--- src/rtl/avr_uart_tx.sv ---
// avr_uart_tx: 8N1 UART transmitter from the fabric to the AVR (avr_rx pin).
// Takes one byte per tx_valid/tx_ready handshake and sends it LSB-first.
// The AVR busy pin (block) is synchronised and only holds off the next accept.
// An in-flight frame always completes.
// Optional feature: define AVR_UART_TX_PARITY_EN to add an even-parity bit
// between the last data bit and the stop bit.
module avr_uart_tx #(
    parameter int CLK_PER_BIT = 100,
    parameter int CTR_SIZE    = 7
) (
    input  logic       clk,
    input  logic       rst,
    input  logic       block,
    input  logic [7:0] tx_data,
    input  logic       tx_valid,
    output logic       tx_ready,
    output logic       busy,
    output logic       tx
);

    typedef enum logic [2:0] {
        IDLE,
        START,
        DATA,
`ifdef AVR_UART_TX_PARITY_EN
        PARITY,
`endif
        STOP
    } state_t;

    localparam logic [CTR_SIZE-1:0] LAST_CNT = CTR_SIZE'(CLK_PER_BIT - 1);

    state_t              state;
    logic [7:0]          shift;
    logic [2:0]          bit_idx;
    logic [CTR_SIZE-1:0] clk_cnt;
    logic                armed;
    logic                block_meta;
    logic                block_s;
    logic                bit_end;
`ifdef AVR_UART_TX_PARITY_EN
    logic                parity_bit;
`endif

    assign bit_end = (clk_cnt == LAST_CNT);

    // Ready only in IDLE, while the AVR is not blocking, and once reset has been released for a cycle.
    assign tx_ready = armed & (state == IDLE) & ~block_s;

    // Busy while a frame is on the wire, or while the AVR asks us to hold off.
    assign busy = (state != IDLE) | block_s;

    // Two-flop synchroniser for the asynchronous AVR busy pin.
    always_ff @(posedge clk or posedge rst) begin
        if (rst) begin
            block_meta <= 1'b0;
            block_s    <= 1'b0;
        end else begin
            block_meta <= block;
            block_s    <= block_meta;
        end
    end

    // Framing state machine.
    // tx is registered here so the serial line never glitches.
    always_ff @(posedge clk or posedge rst) begin
        if (rst) begin
            state   <= IDLE;
            tx      <= 1'b1;
            shift   <= 8'h00;
            bit_idx <= 3'd0;
            clk_cnt <= '0;
            armed   <= 1'b0;
`ifdef AVR_UART_TX_PARITY_EN
            parity_bit <= 1'b0;
`endif
        end else begin
            armed <= 1'b1;
            case (state)
                IDLE: begin
                    tx <= 1'b1;
                    if (tx_valid && tx_ready) begin
                        shift   <= tx_data;
                        clk_cnt <= '0;
                        bit_idx <= 3'd0;
                        tx      <= 1'b0;
                        state   <= START;
`ifdef AVR_UART_TX_PARITY_EN
                        parity_bit <= ^tx_data;
`endif
                    end
                end
                START: begin
                    if (bit_end) begin
                        clk_cnt <= '0;
                        tx      <= shift[0];
                        state   <= DATA;
                    end else begin
                        clk_cnt <= clk_cnt + CTR_SIZE'(1);
                    end
                end
                DATA: begin
                    if (bit_end) begin
                        clk_cnt <= '0;
                        shift   <= {1'b0, shift[7:1]};
                        if (bit_idx == 3'd7) begin
                            bit_idx <= 3'd0;
`ifdef AVR_UART_TX_PARITY_EN
                            tx      <= parity_bit;
                            state   <= PARITY;
`else
                            tx      <= 1'b1;
                            state   <= STOP;
`endif
                        end else begin
                            bit_idx <= bit_idx + 3'd1;
                            tx      <= shift[1];
                        end
                    end else begin
                        clk_cnt <= clk_cnt + CTR_SIZE'(1);
                    end
                end
`ifdef AVR_UART_TX_PARITY_EN
                PARITY: begin
                    if (bit_end) begin
                        clk_cnt <= '0;
                        tx      <= 1'b1;
                        state   <= STOP;
                    end else begin
                        clk_cnt <= clk_cnt + CTR_SIZE'(1);
                    end
                end
`endif
                STOP: begin
                    if (bit_end) begin
                        clk_cnt <= '0;
                        tx      <= 1'b1;
                        state   <= IDLE;
                    end else begin
                        clk_cnt <= clk_cnt + CTR_SIZE'(1);
                    end
                end
                default: begin
                    tx    <= 1'b1;
                    state <= IDLE;
                end
            endcase
        end
    end

endmodule

--- config.mk ---
export PLATFORM = sky130hd
export DESIGN_NAME = avr_uart_tx
export DESIGN_NICKNAME = d
export VERILOG_FILES = /design/src/rtl/avr_uart_tx.sv
export SDC_FILE = /design/constraint.sdc
export NUM_CORES = 1
export LEC_CHECK = 0
export ABC_AREA = 0
export BUFFER_PORTS_ARGS = -buffer_cell sky130_fd_sc_hd__buf_2
export CAP_MARGIN = 20
export CELL_PAD_IN_SITES_DETAIL_PLACEMENT = 0
export CELL_PAD_IN_SITES_GLOBAL_PLACEMENT = 1
export CORE_MARGIN = 2
export CORE_UTILIZATION = 40
export CTS_CLUSTER_SIZE = 10
export DETAILED_ROUTE_END_ITERATION = 7
export PLACE_DENSITY_LB_ADDON = 0.1
export REMOVE_ABC_BUFFERS = 1
export SYNTH_ARGS = -nofsm -noshare
export SYNTH_HDL_FRONTEND = slang
export SYNTH_SLANG_ARGS = --single-unit
--- constraint.sdc ---
create_clock -name clk -period 1.71 [get_ports clk]
set_clock_uncertainty 0.05 [all_clocks]
set_input_delay 0.0855 -clock clk [delete_from_list [all_inputs] [get_ports clk]]
set_output_delay 0.0855 -clock clk [all_outputs]
set_load 0.005 [all_outputs]
# Yosys cells after proc, flatten, opt, wreduce, memory -nomap -nowiden
# Index checks and enable logic that the tools add are counted.
[classes] add_sub_neg=2 multipliers=0 div_mod_pow=0 magnitude_cmp=0 eq_ne=10 shifts=0 mux=22 bitwise=4 n_reduce_logical=10
[ops] cell="2-to-1 mux 3 bit" count=8
[ops] cell="2-to-1 mux 8 bit" count=2
[ops] cell="one-hot mux 8 bit (2 select lines)" count=1
[ops] cell="2-to-1 mux 7 bit" count=2
[ops] cell="one-hot mux 7 bit (2 select lines)" count=1
[ops] cell="one-hot mux 3 bit (4 select lines)" count=1
[ops] cell="inequality test 2 bit, second input constant" count=4
[ops] cell="adder 7 x 1 -> 7 bit, second input constant" count=1
[ops] cell="== test 7 bit, second input constant" count=1
[ops] cell="== test 3 x 2 -> 1 bit, second input constant" count=2
[ops] cell="one-hot mux 3 bit (2 select lines)" count=1
[ops] cell="AND reduction 3 bit" count=2
[ops] cell="2-to-1 mux 1 bit" count=5
[ops] cell="AND reduction 5 bit" count=1
[ops] cell="one-hot mux 1 bit (4 select lines)" count=1
[ops] cell="nonzero test 2 bit" count=2
[ops] cell="adder 3 x 1 -> 3 bit, second input constant" count=1
[ops] cell="== test 3 x 1 -> 1 bit, second input constant" count=1
[ops] cell="== test 3 bit, second input constant" count=1
[ops] cell="zero test 3 bit" count=1
[ops] cell="nonzero test 3 bit" count=1
[ops] cell="OR reduction 3 bit" count=1
[ops] cell="bitwise AND 1 bit" count=2
[ops] cell="inequality test 2 x 1 -> 1 bit, second input constant" count=1
[ops] cell="4 further kinds" count=4
[word_totals] ff_bits=25 latch_bits=0 ram_bits=0 romBits=0 in_bits=12 out_inout_bits=3 word_cells=56 n_memories=0

# Logic depth before layout (Yosys ltp)
# Gate-level depths: netlist (run 1).
[logic_depth] word_depth=6 mapped_depth=7 mapped_depth_nobuf=6

# Least setup slack after synthesis (run 1)
# OpenSTA, ideal clock, no wires.
[synth_timing] kind="reg2reg" start="reg state[0]" end="reg tx" setup_time_ns=0.061 t_arrival_ns=1.527 required_ns=1.599 setup_slack_ns=0.072 stages_incl_launch_ff=8 path_buffers=2 synth_period_minus_slack_ns=1.638 path_cell_list="dfrtp_1 inv_1 ha_1 buf_2 buf_1 o21ai_0 o2111ai_2 o31a_1"
[synth_via] elab_chain_len=6 elab_cells_between_ends=13 cone_classes="eq/ne: 6; mux: 2; bitwise: 2; reduce/logical: 3"
[synth_lines] item="start, declared" line_no="33" text="state_t state;"
[synth_lines] item="start signal, assigned" line_no="68" text="state <= IDLE;"
[synth_lines] item="start signal, assigned" line_no="87" text="state <= START;"
[synth_lines] item="start signal, assigned" line_no="97" text="state <= DATA;"
[synth_lines] item="zero test 3 bit" line_no="48, 79"
[synth_lines] item="bitwise AND 1 bit (2 in a row)" line_no="48" text="assign tx_ready = armed & (state == IDLE) & ~block_s;"
[synth_lines] item="logical AND 1 bit" line_no="82" text="if (tx_valid && tx_ready) begin"
[synth_lines] item="2-to-1 mux 1 bit" line_no="82"
[synth_lines] item="one-hot mux 1 bit (4 select lines)" line_no="79" text="case (state)"
[synth_lines] item="end signal, assigned" line_no="96" text="tx <= shift[0];"
[synth_lines] item="end signal, assigned" line_no="117" text="tx <= shift[1];"
[synth_lines] item="end, declared" line_no="18" text="output logic tx"
# Several ways; a longest one is shown, not always the timed one.
# A chain may end at the register's enable or synchronous reset.

# Worst setup path after layout (run 1)
[layout_timing] start="reg state[0]" end="reg state[0]"
[layout_via] elab_chain_len=6 elab_cells_between_ends=14 cone_classes="eq/ne: 8; mux: 1; bitwise: 2; reduce/logical: 3"
[layout_lines] item="zero test 3 bit" line_no="48, 79"
[layout_lines] item="bitwise AND 1 bit (2 in a row)" line_no="48"
[layout_lines] item="logical AND 1 bit" line_no="82"
[layout_lines] item="inequality test 2 x 1 -> 1 bit (no line)"
[layout_lines] item="AND reduction 5 bit (no line)"
# Several ways; a longest one is shown, not always the timed one.

==> impl_results.md, run 1 <==
* Top_reg_cell synth: dfrtp_1
* Root buf cell: clkbuf_4
* Nets at 187
* Area delta synth->final at 31.1%
* Final Max Slew Viols at 0
* DRT iter0 DRCs at between 80 and 90
* Logic gate share of total power at 0.550
* Sequential Power Share at 0.342
* Global Route Usage Sum at 0.174
* Worst-Margin Slew at approximately 500 ps
* Library cells used by synthesis at 44
* CTS tree: yes
* Die X at 61.9 um
* Final WS setup at 41.7 ps
* Synth top area share at 0.430
* Setup_tns at 0 ps
* Initial Util at 0.408
* GRT overflow at 0
* Core area at 0.00328 sq mm
* Synth top area cells: dfrtp_1, ha_1, o22a_1
* DRC violations left at 0
* Clk_lat worst skew at 320 ps
* Mean post-synth cell area at 10.3 sq um
* Unrepaired setup endpoints after global routing: yes
* Most frequent cells after synthesis: dfrtp_1, nand2_1, ha_1, o21ai_0, o22a_1
* N_diodes at 0
* Net Sw Power at 0.00110 W
* Sequential element share of the synthesized area at 0.450
* CTS Buffer Depth at 2
* Yosys top cell by area: dfrtp_1
* Dpl ws at -274 ps
* Synth warnings at 0
* Vias at 1,137
* VDD IR max at 0.780 mV
* Routed Antenna Nets at 0
* DRT Pass-1 Iters at 4
* Max-Cap Viols at 0
* Routed len/inst at 14.1 um
* Setup Viol. Count Final at 0
* Largest net degree at the start of global routing at 22
* Pleak at 0.779 nW
* Chip Height at 61.9 um
* Crit end category: flip-flop
* Synthesized area at 0.00134 sq mm
* Most common cell in the netlist: dfrtp_1
* Antenna violations before repair at 0
* Internal cell power at approximately 0.0017 W
* Hold/Removal Path Class: in -> reg
* Synthesis-stage register bit count at 24
* Final Wtd Congestion at around 0.75
* Synth async-reset ratio at 1.00
* P per Cell Area at 1620 mW/mm^2
* H-tree depth at 1
* Total CTS buffers at 3
* Critical path peak fanout at 21
* Die area at around 0.0038 sq mm
* Vias in the first global route at between 1,000 and 1,500
* R2r setup slk at 40 ps
* Drt via density at roughly 5.4
* Final WL at approximately 3000 um
* PortBufs at 14
* Final Hold Viols at 0
* # rows at 21
* CP arrival at 1840 ps
* Number of fill cells in the layout at 298
* Status: finished, final reports clean
* Clock-pin slew on the worst setup and hold paths at 140 ps
* Critical Path Start Type: flip-flop
* Fmax achieved at approximately 600 MHz
* Clock network fraction of design power at 0.108
* Crit Path Class: reg -> reg
* Number of top-level pins at 15
* Layout cell share with drive strength beyond 1 at 0.349
* Post-synth EDFFs at 0
* Syn Inst Count at 130
* Hpwl dp at 2140 um
* Min Clock Period, post-route at 1670 ps
* First-pass GRT wire length at roughly 4900 um
* Clk sink count at 24
* Sw frac at 0.389
* Worst slew margin at 0.657
* WP data required at 1880 ps
* Share of the clock period used by the worst path at 0.976
-- layout by cell type, fill, tap and decap left out, types with 3 or more instances in the layout --
| master | n |
|---|---|
| clkbuf_4 | 3 |
| o22ai_1 | 3 |
| dfrtp_1 | 23 |
| a21oi_1 | 5 |
| buf_2 | 14 |
| nand3_1 | 6 |
| inv_1 | 4 |
| buf_4 | 15 |
| dlygate4sd3_1 | 5 |
| o21ai_0 | 8 |
| ha_1 | 5 |
| nand2b_1 | 3 |
| nand2_1 | 11 |
| o22a_1 | 7 |
| a22o_1 | 6 |
-- per-layer routing --
metal / GRT usage / wire [um] / vias to the layer above
met4: 0.0638 / 56 / 0
met5: 0 / 0 / -
met3: 0.0311 / 64 / 8
li1: - / - / 566
met1: 0.234 / 1440 / 549
met2: 0.281 / 1430 / 14
-- worst max-delay path, stage by stage (launching register included) --
cell and delay (ps):
dfrtp_1 410, inv_2 100, ha_1 210, buf_8 190
nand2b_1 140, a31oi_4 250, nor2_2 60, o32ai_1 150
-- metrics by stage --
step	util	hold slack, ps	power [W]	cell area (sq um)	cells
floorplan	-	49.4	0.00179	1310	125
global placement	0.467	87.7	0.00221	1540	198
detailed placement	0.467	91.4	0.00225	1540	198
CTS	0.504	54.6	0.00262	1650	208
global route	0.534	61.9	0.00308	1760	212
finish	0.534	51.7	0.00284	1760	212
-- flip-flops by register name, indices dropped and copies added (netlist names) --
name	count
bit_idx	3
clk_cnt	7
tx	1
shift	8
armed	1
state	2
block_s	1
block_meta	1
-- cells by family after synthesis --
logic type	synth area share
and+or+nand+nor	0.152
muxes	0.00841
AOI/OAI and AO/OA	0.274
adders and majority gates	0.0748
DFF	0.450
buffers and inverters	0.0383
other	0.00280
-- repair_timing --
item / in CTS / in global routing
endpoints found under the hold margin: 16 / 0
pin swaps: 0 / 6
hold buffers: 5 / 0
buffers inserted: 1 / 4
endpoints found under the setup margin: 19 / 20
resized for setup: 7 / 19
-- layout make-up --
| class | instances | area [sq um] | area share |
|---|---|---|---|
| Inverter | 6 | 22.5 | 0.0128 |
| Sequential cell | 24 | 602 | 0.343 |
| Clock buffer | 4 | 36.3 | 0.0207 |
| Multi-Input combinational cell | 95 | 767 | 0.437 |
| Timing Repair Buffer | 37 | 270 | 0.154 |
| Tap cell | 46 | 57.6 | 0.0328 |
-- path summary, 6_finish.rpt --
path,depth (start not counted),end,startpoint
min,3,shift[0]$_DFFE_PP0P_,tx_data[0]
max reg2reg,7,state[0]$_DFFE_PP0P_,state[0]$_DFFE_PP0P_
max,7,state[0]$_DFFE_PP0P_,state[0]$_DFFE_PP0P_
min reg2reg,0,block_s$_DFF_PP0_,block_meta$_DFF_PP0_
max in group asynchronous,4,shift[5]$_DFFE_PP0P_,rst
min in group asynchronous,3,block_s$_DFF_PP0_,rst
-- power by group through the flow --
| stage | Combinational [W] | Sequential, W | Clock (W) |
|---|---|---|---|
| 6_report | 0.00156 | 0.000969 | 0.000307 |
| 5_1_grt | 0.00174 | 0.00100 | 0.000340 |
| 4_1_cts | 0.00135 | 0.000958 | 0.000316 |
| 3_5_place_dp | 0.00128 | 0.000968 | 0 |
| 3_3_place_gp | 0.00125 | 0.000962 | 0 |
| 2_1_floorplan | 0.000851 | 0.000936 | 0 |
No activity file was read; power rests on OpenSTA's default activity.
==> run 2, diff against run 1 <==
CORE_MARGIN = 10   (was 2)
MAX_ROUTING_LAYER = met4   (was not set)
PLACE_DENSITY = 0.71   (was not set)
PLACE_DENSITY_LB_ADDON = not set   (was 0.1)
==> impl_results.md, run 2 (same netlist as run 1, synthesis figures left out) <==
* Commonest non-fill, non-tap cell in the layout: dfrtp_1
* Final WL at 3320 um
* VDD IR max at roughly 0.68 mV
* Routed len/inst at 16.1 um
* Routed Antenna Nets at 0
* Setup_tns at 0 ps
* Total CTS buffers at 3
* Die area at a little over 0.006 sq mm
* Global Route Usage Sum at 0.112
* GRT overflow at 0
* Min Clock Period, post-route at 1660 ps
* DRC violations left at 0
* DRT Pass-1 Iters at 4
* PortBufs at 14
* First-pass GRT wire length at 5470 um
* WP data required at ~1900 ps
* Critical Path Start Type: flip-flop
* CTS tree: yes
* Number of top-level pins at 15
* Antenna violations before repair at 0
* Initial Util at 0.428
* Top reg by flops: shift
* Top sig layer: met4
* Critical path peak fanout at 8
* Clk sink count at 24
* CP arrival at 1810 ps
* Dpl cells at 195
* H-tree depth at 1
* Largest net degree at the start of global routing at 25
* Core area at 0.00313 sq mm
* P per Cell Area at roughly 1600 mW/mm^2
* Top flop regs: shift: 8 flops, clk_cnt: 7 flops, bit_idx: 3 flops
* Layout cell share with drive strength beyond 1 at 0.327
* Hpwl dp at 2330 um
* DRT iter0 DRCs at 84
* Pleak at 0.760 nW
* Vias in the first global route at ~1,100
* Metal-1 WL at 1560 um
* Die X at 77.9 um
* Max-Cap Viols at 0
* Commonest non-fill, non-tap cells in the layout: dfrtp_1, buf_2, buf_4
* Root buf cell: clkbuf_4
* Chip Height at 77.9 um
* N_diodes at 0
* Clock-pin slew on the worst setup and hold paths at between 100 and 150 ps
* Final Max Slew Viols at 0
* Met2 WL post-DR at about 1600 um
* Drt via density at 5.56
* Fmax achieved at 603 MHz
* Status: finished, final reports clean
* Final WS setup at ~53 ps
* Final Wtd Congestion at 0.759
* Hold/Removal Path Class: in -> reg
* # rows at 20
* Share of the clock period used by the worst path at 0.969
* CTS Buffer Depth at 2
* Met3 wire length at 144 um
* Dpl ws at -214 ps
* Crit Path Class: reg -> reg
* Vias at 1,146
* Crit end category: flip-flop
* Setup Viol. Count Final at 0
* Nets at 183
* Area delta synth->final at 29.3%
* Number of flip-flops under the largest register name at 8
* Clk_lat worst skew at 330 ps
* Non-filler cells, final at 206
* Unrepaired setup endpoints after global routing: yes
* Final Hold Viols at 0
## run 2: worst paths after layout
kind                                      start                   end  slack (ps)  cells after the start
setup / recovery           state[0]$_DFFE_PP0P_  shift[4]$_DFFE_PP0P_          50                      7
hold / removal                       tx_data[0]  shift[0]$_DFFE_PP0P_          60                      3
setup reg to reg           state[0]$_DFFE_PP0P_  shift[4]$_DFFE_PP0P_          50                      7
hold reg to reg            block_meta$_DFF_PP0_     block_s$_DFF_PP0_         320                      0
max in group asynchronous                   rst        tx$_DFFE_PP1P_        1020                      4
min in group asynchronous                   rst  state[1]$_DFFE_PP0P_         270                      4
## run 2: timing repair
action                                  in CTS  in global routing
endpoints found under the hold margin       27                  0
hold buffers                                 5                  0
pin swaps                                    2                  6
buffers inserted                             1                  2
endpoints found under the setup margin      16                 20
resized for setup                            7                 22
## run 2: worst max-delay path: stages (launching register included)
cell and delay, ps:
dfrtp_1 410, inv_2 110, ha_1 240, nor2b_4 220
nor2_4 90, buf_4 140, a22oi_2 170, o311ai_1 120
## run 2: power breakdown
part / total (W) / internal (W) / switching [W]
Clock: 0.000270 / 0.0000915 / 0.000178
Sequential: 0.000972 / 0.000792 / 0.000180
Combinational: 0.00157 / 0.000793 / 0.000776
## run 2: metrics by stage
| stage | area (sq um) | util | hold WS (ps) | total power, W |
|---|---|---|---|---|
| 3_5_place_dp | 1530 | 0.488 | 104 | 0.00224 |
| 6_report | 1730 | 0.554 | 62.9 | 0.00281 |
| 2_1_floorplan | 1310 | - | 49.4 | 0.00179 |
| 4_1_cts | 1630 | 0.520 | 57.6 | 0.00257 |
| 5_1_grt | 1730 | 0.554 | 72.4 | 0.00305 |
| 3_3_place_gp | 1530 | 0.488 | 98.6 | 0.00219 |
## run 2: metal layers
layer  up-vias  track usage
met1       552        0.140
li1        562            -
met5         -            -
met4         0       0.0274
met2        25        0.176
met3         7       0.0276
## run 2: final cells by class
| class | instances | area (sq um) |
|---|---|---|
| well taps | 44 | 55.1 |
| repair buffers | 33 | 245 |
| clock buffers | 4 | 26.3 |
| inverters | 6 | 22.5 |
| flip-flops and latches | 24 | 602 |
| multi-input cells | 95 | 781 |
| fillers | 295 | 1400 |
